<file path="src/rtl/cpu_pkg.sv">
// cpu_pkg: shared definitions for the CPU memory subsystem.
//   - cpustate encodings driven by the front panel / control unit
//   - mem_state_t: request FSM states of mem_responder
//   - default address and data widths
package cpu_pkg;

  localparam int unsigned CPU_ADDR_W = 8;
  localparam int unsigned CPU_DATA_W = 8;

  localparam logic [1:0] CS_IDLE  = 2'b00;
  localparam logic [1:0] CS_IN    = 2'b01;
  localparam logic [1:0] CS_CHECK = 2'b10;
  localparam logic [1:0] CS_RUN   = 2'b11;

  typedef enum logic [1:0] {
    IDLE = 2'd0,
    WAIT = 2'd1,
    RESP = 2'd2
  } mem_state_t;

endpackage

</file>
<file path="src/rtl/mem_array.sv">
// mem_array: single-port synchronous RAM, read-first.
// Ports:
//   clk    in   rising-edge clock
//   we     in   write enable
//   addr   in   ADDR_W  word address (shared by read and write)
//   wdata  in   DATA_W  write data
//   rdata  out  DATA_W  registered read data (old contents on a write)
// Contents are never reset.
module mem_array
  import cpu_pkg::*;
#(
  parameter int unsigned ADDR_W = CPU_ADDR_W,
  parameter int unsigned DATA_W = CPU_DATA_W
) (
  input  logic              clk,
  input  logic              we,
  input  logic [ADDR_W-1:0] addr,
  input  logic [DATA_W-1:0] wdata,
  output logic [DATA_W-1:0] rdata
);

  logic [DATA_W-1:0] mem_q [2**ADDR_W];

  always_ff @(posedge clk) begin
    if (we) begin
      mem_q[addr] <= wdata;
    end
    rdata <= mem_q[addr];
  end

endmodule

</file>
<file path="src/rtl/mem_responder.sv">
// mem_responder: byte memory serving CPU read/write strobes (RUN mode) and
// the front-panel loader (IN = fill, CHECK = read back).
// Ports:
//   clk, rst             clock, synchronous active-high reset
//   cpustate   in  2     00 IDLE, 01 IN, 10 CHECK, 11 RUN
//   addr/wdata in        CPU request address / write data
//   read/write in        CPU request strobes
//   rdata      out       read data, valid with ready on a read; held otherwise
//   ready      out       one-cycle completion pulse
//   busy       out       request in progress
//   ld_valid/ld_data in  loader byte strobe and byte (IN)
//   chk_next   in        loader readback advance (CHECK)
//   ld_addr    out       loader pointer
//   chk_data   out       registered byte at ld_addr
//   err        out       sticky protocol error
// Build option: define WRITE_PROTECT_EN to block RUN writes below PROT_LIMIT.
module mem_responder
  import cpu_pkg::*;
#(
  parameter int unsigned ADDR_W      = CPU_ADDR_W,
  parameter int unsigned DATA_W      = CPU_DATA_W,
  parameter int unsigned WAIT_STATES = 1
`ifdef WRITE_PROTECT_EN
  ,
  parameter logic [ADDR_W-1:0] PROT_LIMIT = ADDR_W'(8'h10)
`endif
) (
  input  logic              clk,
  input  logic              rst,
  input  logic [1:0]        cpustate,
  input  logic [ADDR_W-1:0] addr,
  input  logic [DATA_W-1:0] wdata,
  input  logic              read,
  input  logic              write,
  output logic [DATA_W-1:0] rdata,
  output logic              ready,
  output logic              busy,
  input  logic              ld_valid,
  input  logic [DATA_W-1:0] ld_data,
  input  logic              chk_next,
  output logic [ADDR_W-1:0] ld_addr,
  output logic [DATA_W-1:0] chk_data,
  output logic              err
);

  localparam logic [2:0] WS_LOAD = (WAIT_STATES == 0) ? 3'd0 : 3'(WAIT_STATES - 1);

  mem_state_t        state_q, state_d;
  logic [2:0]        cnt_q, cnt_d;
  logic [1:0]        cs_q;
  logic [ADDR_W-1:0] req_addr_q, req_addr_d;
  logic [DATA_W-1:0] req_wdata_q, req_wdata_d;
  logic              req_wr_q, req_wr_d;
  logic              req_commit_q, req_commit_d;
  logic              busy_q, busy_d;
  logic              ready_q, ready_d;
  logic              err_q, err_d;
  logic [ADDR_W-1:0] ld_addr_q, ld_addr_d;
  logic [DATA_W-1:0] rdata_q, rdata_d;
  logic [DATA_W-1:0] chk_q, chk_d;
  logic              ld_rd_q, ld_rd_d;

  logic              arr_we;
  logic [ADDR_W-1:0] arr_addr;
  logic [DATA_W-1:0] arr_wdata;
  logic [DATA_W-1:0] arr_rdata;

  logic              req_any;
  logic              accept;
  logic              cs_changed;
  logic              ld_wr;
  logic              protect_hit;

  mem_array #(
    .ADDR_W(ADDR_W),
    .DATA_W(DATA_W)
  ) u_mem_array (
    .clk  (clk),
    .we   (arr_we),
    .addr (arr_addr),
    .wdata(arr_wdata),
    .rdata(arr_rdata)
  );

  always_comb begin
    req_any    = read | write;
    accept     = (state_q == IDLE) && (cpustate == CS_RUN) && req_any;
    cs_changed = (cpustate != cs_q);
`ifdef WRITE_PROTECT_EN
    protect_hit = write && (addr < PROT_LIMIT);
`else
    protect_hit = 1'b0;
`endif

    state_d      = state_q;
    cnt_d        = cnt_q;
    req_addr_d   = req_addr_q;
    req_wdata_d  = req_wdata_q;
    req_wr_d     = req_wr_q;
    req_commit_d = req_commit_q;
    busy_d       = busy_q;
    ready_d      = 1'b0;
    rdata_d      = rdata_q;
    ld_rd_d      = 1'b0;
    ld_wr        = 1'b0;
    ld_addr_d    = ld_addr_q;

    arr_we    = 1'b0;
    arr_addr  = req_addr_q;
    arr_wdata = req_wdata_q;

    err_d = err_q | (read & write) | (req_any & (cpustate != CS_RUN)) | (accept & protect_hit);

    // Loader pointer: a mode change wins over any strobe in the same cycle.
    if (cs_changed) begin
      ld_addr_d = '0;
    end else if ((state_q == IDLE) && (cpustate == CS_IN) && ld_valid) begin
      ld_wr     = 1'b1;
      ld_addr_d = ld_addr_q + ADDR_W'(1);
    end else if ((state_q == IDLE) && (cpustate == CS_CHECK) && chk_next) begin
      ld_addr_d = ld_addr_q + ADDR_W'(1);
    end

    unique case (state_q)
      IDLE: begin
        if (accept) begin
          req_addr_d   = addr;
          req_wdata_d  = wdata;
          req_wr_d     = write;
          req_commit_d = write & ~protect_hit;
          busy_d       = 1'b1;
          // Start the array read now so data is on arr_rdata by RESP.
          arr_addr     = addr;
          if (WAIT_STATES == 0) begin
            state_d = RESP;
            ready_d = 1'b1;
          end else begin
            state_d = WAIT;
            cnt_d   = WS_LOAD;
          end
        end else if (ld_wr) begin
          arr_we    = 1'b1;
          arr_addr  = ld_addr_q;
          arr_wdata = ld_data;
        end else begin
          // Read ahead at the next pointer so chk_data trails ld_addr by one cycle.
          arr_addr = ld_addr_d;
          ld_rd_d  = 1'b1;
        end
      end
      WAIT: begin
        if (cnt_q == 3'd0) begin
          state_d = RESP;
          ready_d = 1'b1;
        end else begin
          cnt_d = cnt_q - 3'd1;
        end
      end
      RESP: begin
        arr_we  = req_wr_q & req_commit_q;
        busy_d  = 1'b0;
        state_d = IDLE;
        if (!req_wr_q) begin
          rdata_d = arr_rdata;
        end
      end
      default: begin
        state_d = IDLE;
        busy_d  = 1'b0;
      end
    endcase

    chk_d = ld_rd_q ? arr_rdata : chk_q;

    // A reset edge must not commit anything still in flight.
    if (rst) begin
      arr_we = 1'b0;
    end
  end

  always_ff @(posedge clk) begin
    cs_q <= cpustate;
    if (rst) begin
      state_q      <= IDLE;
      cnt_q        <= '0;
      req_addr_q   <= '0;
      req_wdata_q  <= '0;
      req_wr_q     <= 1'b0;
      req_commit_q <= 1'b0;
      busy_q       <= 1'b0;
      ready_q      <= 1'b0;
      err_q        <= 1'b0;
      ld_addr_q    <= '0;
      rdata_q      <= '0;
      chk_q        <= '0;
      ld_rd_q      <= 1'b0;
    end else begin
      state_q      <= state_d;
      cnt_q        <= cnt_d;
      req_addr_q   <= req_addr_d;
      req_wdata_q  <= req_wdata_d;
      req_wr_q     <= req_wr_d;
      req_commit_q <= req_commit_d;
      busy_q       <= busy_d;
      ready_q      <= ready_d;
      err_q        <= err_d;
      ld_addr_q    <= ld_addr_d;
      rdata_q      <= rdata_d;
      chk_q        <= chk_d;
      ld_rd_q      <= ld_rd_d;
    end
  end

  // ready_q is high exactly in RESP; the array output is the registered read then.
  assign rdata    = (ready_q && !req_wr_q) ? arr_rdata : rdata_q;
  assign ready    = ready_q;
  assign busy     = busy_q;
  assign err      = err_q;
  assign ld_addr  = ld_addr_q;
  assign chk_data = chk_q;

endmodule

</file>
<file path="config.mk">
export PLATFORM = sky130hd
export DESIGN_NAME = mem_responder
export DESIGN_NICKNAME = d
export VERILOG_FILES = /design/src/rtl/cpu_pkg.sv /design/src/rtl/mem_array.sv /design/src/rtl/mem_responder.sv
export SDC_FILE = /design/constraint.sdc
export NUM_CORES = 2
export LEC_CHECK = 0
export ABC_AREA = 1
export CAP_MARGIN = 30
export CORE_MARGIN = 10
export CORE_UTILIZATION = 63
export CTS_BUF_LIST = sky130_fd_sc_hd__clkbuf_16
export DETAILED_ROUTE_END_ITERATION = 16
export PLACE_DENSITY = 0.83
export SLEW_MARGIN = 20
export SYNTH_ARGS = -nofsm -noshare
export SYNTH_HDL_FRONTEND = slang
export SYNTH_SLANG_ARGS = --single-unit
</file>
<file path="constraint.sdc">
create_clock -name clk -period 18.2 [get_ports clk]
set_clock_uncertainty 0.15 [all_clocks]
set_input_delay 3.64 -clock clk [delete_from_list [all_inputs] [get_ports clk]]
set_output_delay 3.64 -clock clk [all_outputs]
set_load 0.02 [all_outputs]
</file>
==> results.py <==
metrics = {
    "status": {
        "status": "complete, no violations",
    },
    "pwr": {
        "p_sw_w": 0.002741,
        "total_leakage_power_nw": 40.23,
        "combPwrFrac_pct": 12.0,
        "max-vdd-ir-drop_v": 0.0001085,
        "pwr-share-seq_pct": 50.6,
        "switching_share_pct": 25.70,
        "powerDensity_nw_per_um2": 108.7,
        "clkPwrFrac_pct": 37.5,
        "internal_power_w": 0.007924,
    },
    "global_routing": {
        "grt_pass1_wl_um": 358000,
        "antenna_found_initial": 8,
        "grt_pass1_vias": 61770,
        "track_usage_pct": 29.16,
        "grt_max_degree": 241,
        "gr-total-overflow": 0,
    },
    "clock_tree": {
        "cts_num_sinks": 2108,
        "cts_made_buffers": 199,
        "cts_max_path_buffers": 3,
        "path_clk_slew_ns": 0.06,
        "cts.htree.levels": 4,
        "root_buffer": "clkbuf_16",
        "cts_tree": "yes",
        "ctsResizeCount": 0,
        "postCtsHoldBufs": 0,
        "post_cts_buffers": 0,
        "clk_latency_ns": 0.84,
    },
    "timing": {
        "finalCritPeriodShare_pct": 51.38,
        "rsz0062_at_grt": "no",
        "final_hold_viol_count": 0,
        "finalSetupViolCount": 0,
        "tns_ns": 0,
        "fmax_mhz": 106.9,
        "fin_crit_ns": 9.352,
        "worst_pin_slew_ns": 1.309,
        "maxSlewViolCount": 0,
        "max-slew-margin-rel_pct": 12.76,
    },
    "finish": {
        "drive_gt1_share_pct": 4.692,
        "num-nets-final": 8758,
        "area_growth_pct": 9.536,
        "register_area_sq_um": 62700,
        "fillCellCount": 9522,
        "multiInputGateArea_sq_um": 24570,
        "utilization_pct": 69.36,
        "layout_common_cells": "nand2_1, edfxtp_1, nand3_1",
        "final_common_cell": "nand2_1",
    },
    "critical_path": {
        "cpMaxStageDelayCell": "buf_4",
        "end_kind": "register",
        "setup.worst_path.class": "input port to register",
        "cp_max_fo": 121,
        "path_buf_inv": 6,
        "critPathRequiredTime_ns": 18.82,
        "cp_data_arrival_time_ns": 9.97,
        "worstSetupStartpointType": "input port",
        "path_common_cell": "nand2_1",
        "crit_family": "simple AND/OR/NAND/NOR gates",
        "critPathMaxStageDelay_ns": 0.75,
        "path_cells": "clkdlybuf4s50_1, or2_1, nand2_4, nand2_1, a21oi_2, nand2_8, nand2_8, buf_4, buf_16, buf_4, buf_16, buf_4, nand2_1, nand2_1, nand2_1, nand2_1, nand2_1, nand2_1, o21ai_0, nand2_1, nor2_1, nor2_1, nor2_1, nand2_1",
    },
    "routing": {
        "wl_um": 235400,
        "first_iter_violations": 9480,
        "dr.pass1.iters": 7,
        "drtAntennaViolNets": 0,
        "via_count": 64370,
        "drc": 0,
        "vias_per_cell": 5.970,
        "wl_per_cell_um": 21.83,
    },
    "synth": {
        "synth_cells": 8873,
        "ys_warn_count": 0,
        "ys_ff_latch": 2108,
        "synth_nets": 8908,
        "synth_cell_types": 40,
        "syn-cell-area_sq_um": 89550,
        "postSynthAreaPerCell_sq_um": 10.09,
        "ys_seq_area_share_pct": 70.02,
    },
    "floorplanning": {
        "start_util_pct": 63.33,
        "fp.dieH_um": 397.0,
        "die-width_um": 397.0,
        "dieArea_sq_um": 157600,
        "coreArea_sq_um": 141400,
        "io_pins": 59,
        "num_rows": 138,
    },
    "placement": {
        "port_buffers": 58,
        "dp_hpwl_um": 127500,
        "place_congestion": 0.8725,
    },
    "worst_hold_path": {
        "hold_path.class": "register to register",
    },
    "job": {
        "cap_viol_max_count": 0,
    },
}
registers in the layout, summed over array words and instances, names as in the netlist, 3 cells and up:
name / count
rdata_q: 8
req_wdata_q: 8
ld_addr: 8
req_addr_q: 8
u_mem_array.mem_q: 2048
cnt_q: 3
chk_data: 8
u_mem_array.rdata: 8
synthesized netlist by cell type:
cell type	instances	share of area, %
clkinv_1	1	0.0042
ha_1	3	0.042
or2_2	1	0.0070
dfxtp_1	60	1.3
nor2_4	4	0.050
or2_1	1	0.0070
buf_2	228	1.3
buf_6	3	0.038
nand3_1	521	2.9
a21oi_2	1	0.0098
o21ai_2	1	0.0098
nand4_1	2	0.014
buf_4	3	0.025
a221oi_1	1	0.0098
or3_1	1	0.0070
o21bai_1	1	0.0084
nand2_4	3	0.038
clkbuf_1	225	0.94
nor3_2	4	0.045
o21ai_0	109	0.61
nor2_1	387	1.6
inv_2	11	0.046
buf_1	46	0.19
o21a_1	1	0.0084
o221ai_2	1	0.017
inv_1	51	0.21
nand2_1	5021	21
o21ai_1	60	0.34
clkbuf_2	2	0.011
inv_4	1	0.0070
nor4_1	3	0.021
o211ai_1	1	0.0084
edfxtp_1	2048	69
and2_1	1	0.0070
a21oi_1	46	0.26
nand2_2	11	0.077
a211oi_1	1	0.0084
nor2_2	4	0.028
a22oi_1	1	0.0084
nor3_1	3	0.017
power groups by stage:
stage               sequential, W  combinational [W]  clock, W
finish                    0.00539            0.00128   0.00400
global placement          0.00549            0.00117         0
floorplan                 0.00557           0.000827         0
global route              0.00539            0.00140   0.00419
detailed placement        0.00550            0.00122         0
CTS                       0.00539            0.00123   0.00399
worst reg2reg max path, stage by stage, from the launching register on:
cell and delay, ns:
dfxtp_1 0.43, inv_2 0.10, nand2_4 0.13, nor2_2 0.06, nand2_4 0.26, nand2_1 0.14, a21oi_2 0.27, nand2_8 0.46
nand2_8 0.70, buf_4 0.39, buf_16 0.34, buf_4 0.55, buf_16 0.33, buf_4 0.80, nand2_1 0.20, nand2_1 0.10
nand2_1 0.05, nand2_1 0.11, nand2_1 0.05, nand2_1 0.08, o21ai_0 0.16, nand2_1 0.23, nor2_1 0.10, nor2_1 0.15
nor2_1 0.06, nand2_1 0.06
layer usage:
layer	vias to the layer above	track usage (%)	share of wire [%]
li1	28900	-	-
met1	30180	37.67	35
met2	4490	46.44	47
met3	795	6.733	12
met4	6	14.82	5.1
met5	-	0	0.014
stage by stage:
stage | area (sq um) | power (W) | std cells | setup WS [ns] | hold WS [ns]
floorplan | 89550 | 0.006395 | 8873 | 1.457 | 0.2745
global placement | 91110 | 0.006668 | 10380 | 7.642 | 0.2863
detailed placement | 91570 | 0.006713 | 10400 | 7.678 | 0.2973
CTS | 97780 | 0.01062 | 10770 | 8.535 | 0.3052
global route | 98080 | 0.01098 | 10780 | 8.410 | 0.3264
finish | 98090 | 0.01067 | 10780 | 8.848 | 0.3066
cells by family (layout without fill, tap and decap cells):
family / after synthesis / count (layout) / synth area share (%)
simple gates: 5967 / 5967 / 25.90
buf+inv: 571 / 585 / 2.755
fa+ha+maj: 3 / 3 / 0.04192
other cells: 0 / 5 / 0
compound gates: 224 / 224 / 1.290
flops: 2108 / 2108 / 70.02
final timing paths:
kind	from	end	slack (ns)	cells after the start
max	write	u_mem_array.rdata[7]	8.85	24
min reg2reg	req_addr_q[0]	req_addr_q[0]	0.31	2
max reg2reg	state_q[1]	u_mem_array.rdata[7]	11.71	25
min	req_addr_q[0]	req_addr_q[0]	0.31	2
cell type report:
type / instances / share of cell area, %
antenna: 5 / 0.01276
clock buffer: 204 / 5.204
clock inverter: 161 / 1.120
inverter: 64 / 0.2640
multi-input combinational: 6194 / 25.05
sequential: 2108 / 63.92
tap: 1890 / 2.411
timing repair buffer: 156 / 2.019
Note: power is estimated with default switching activity, not from simulation.
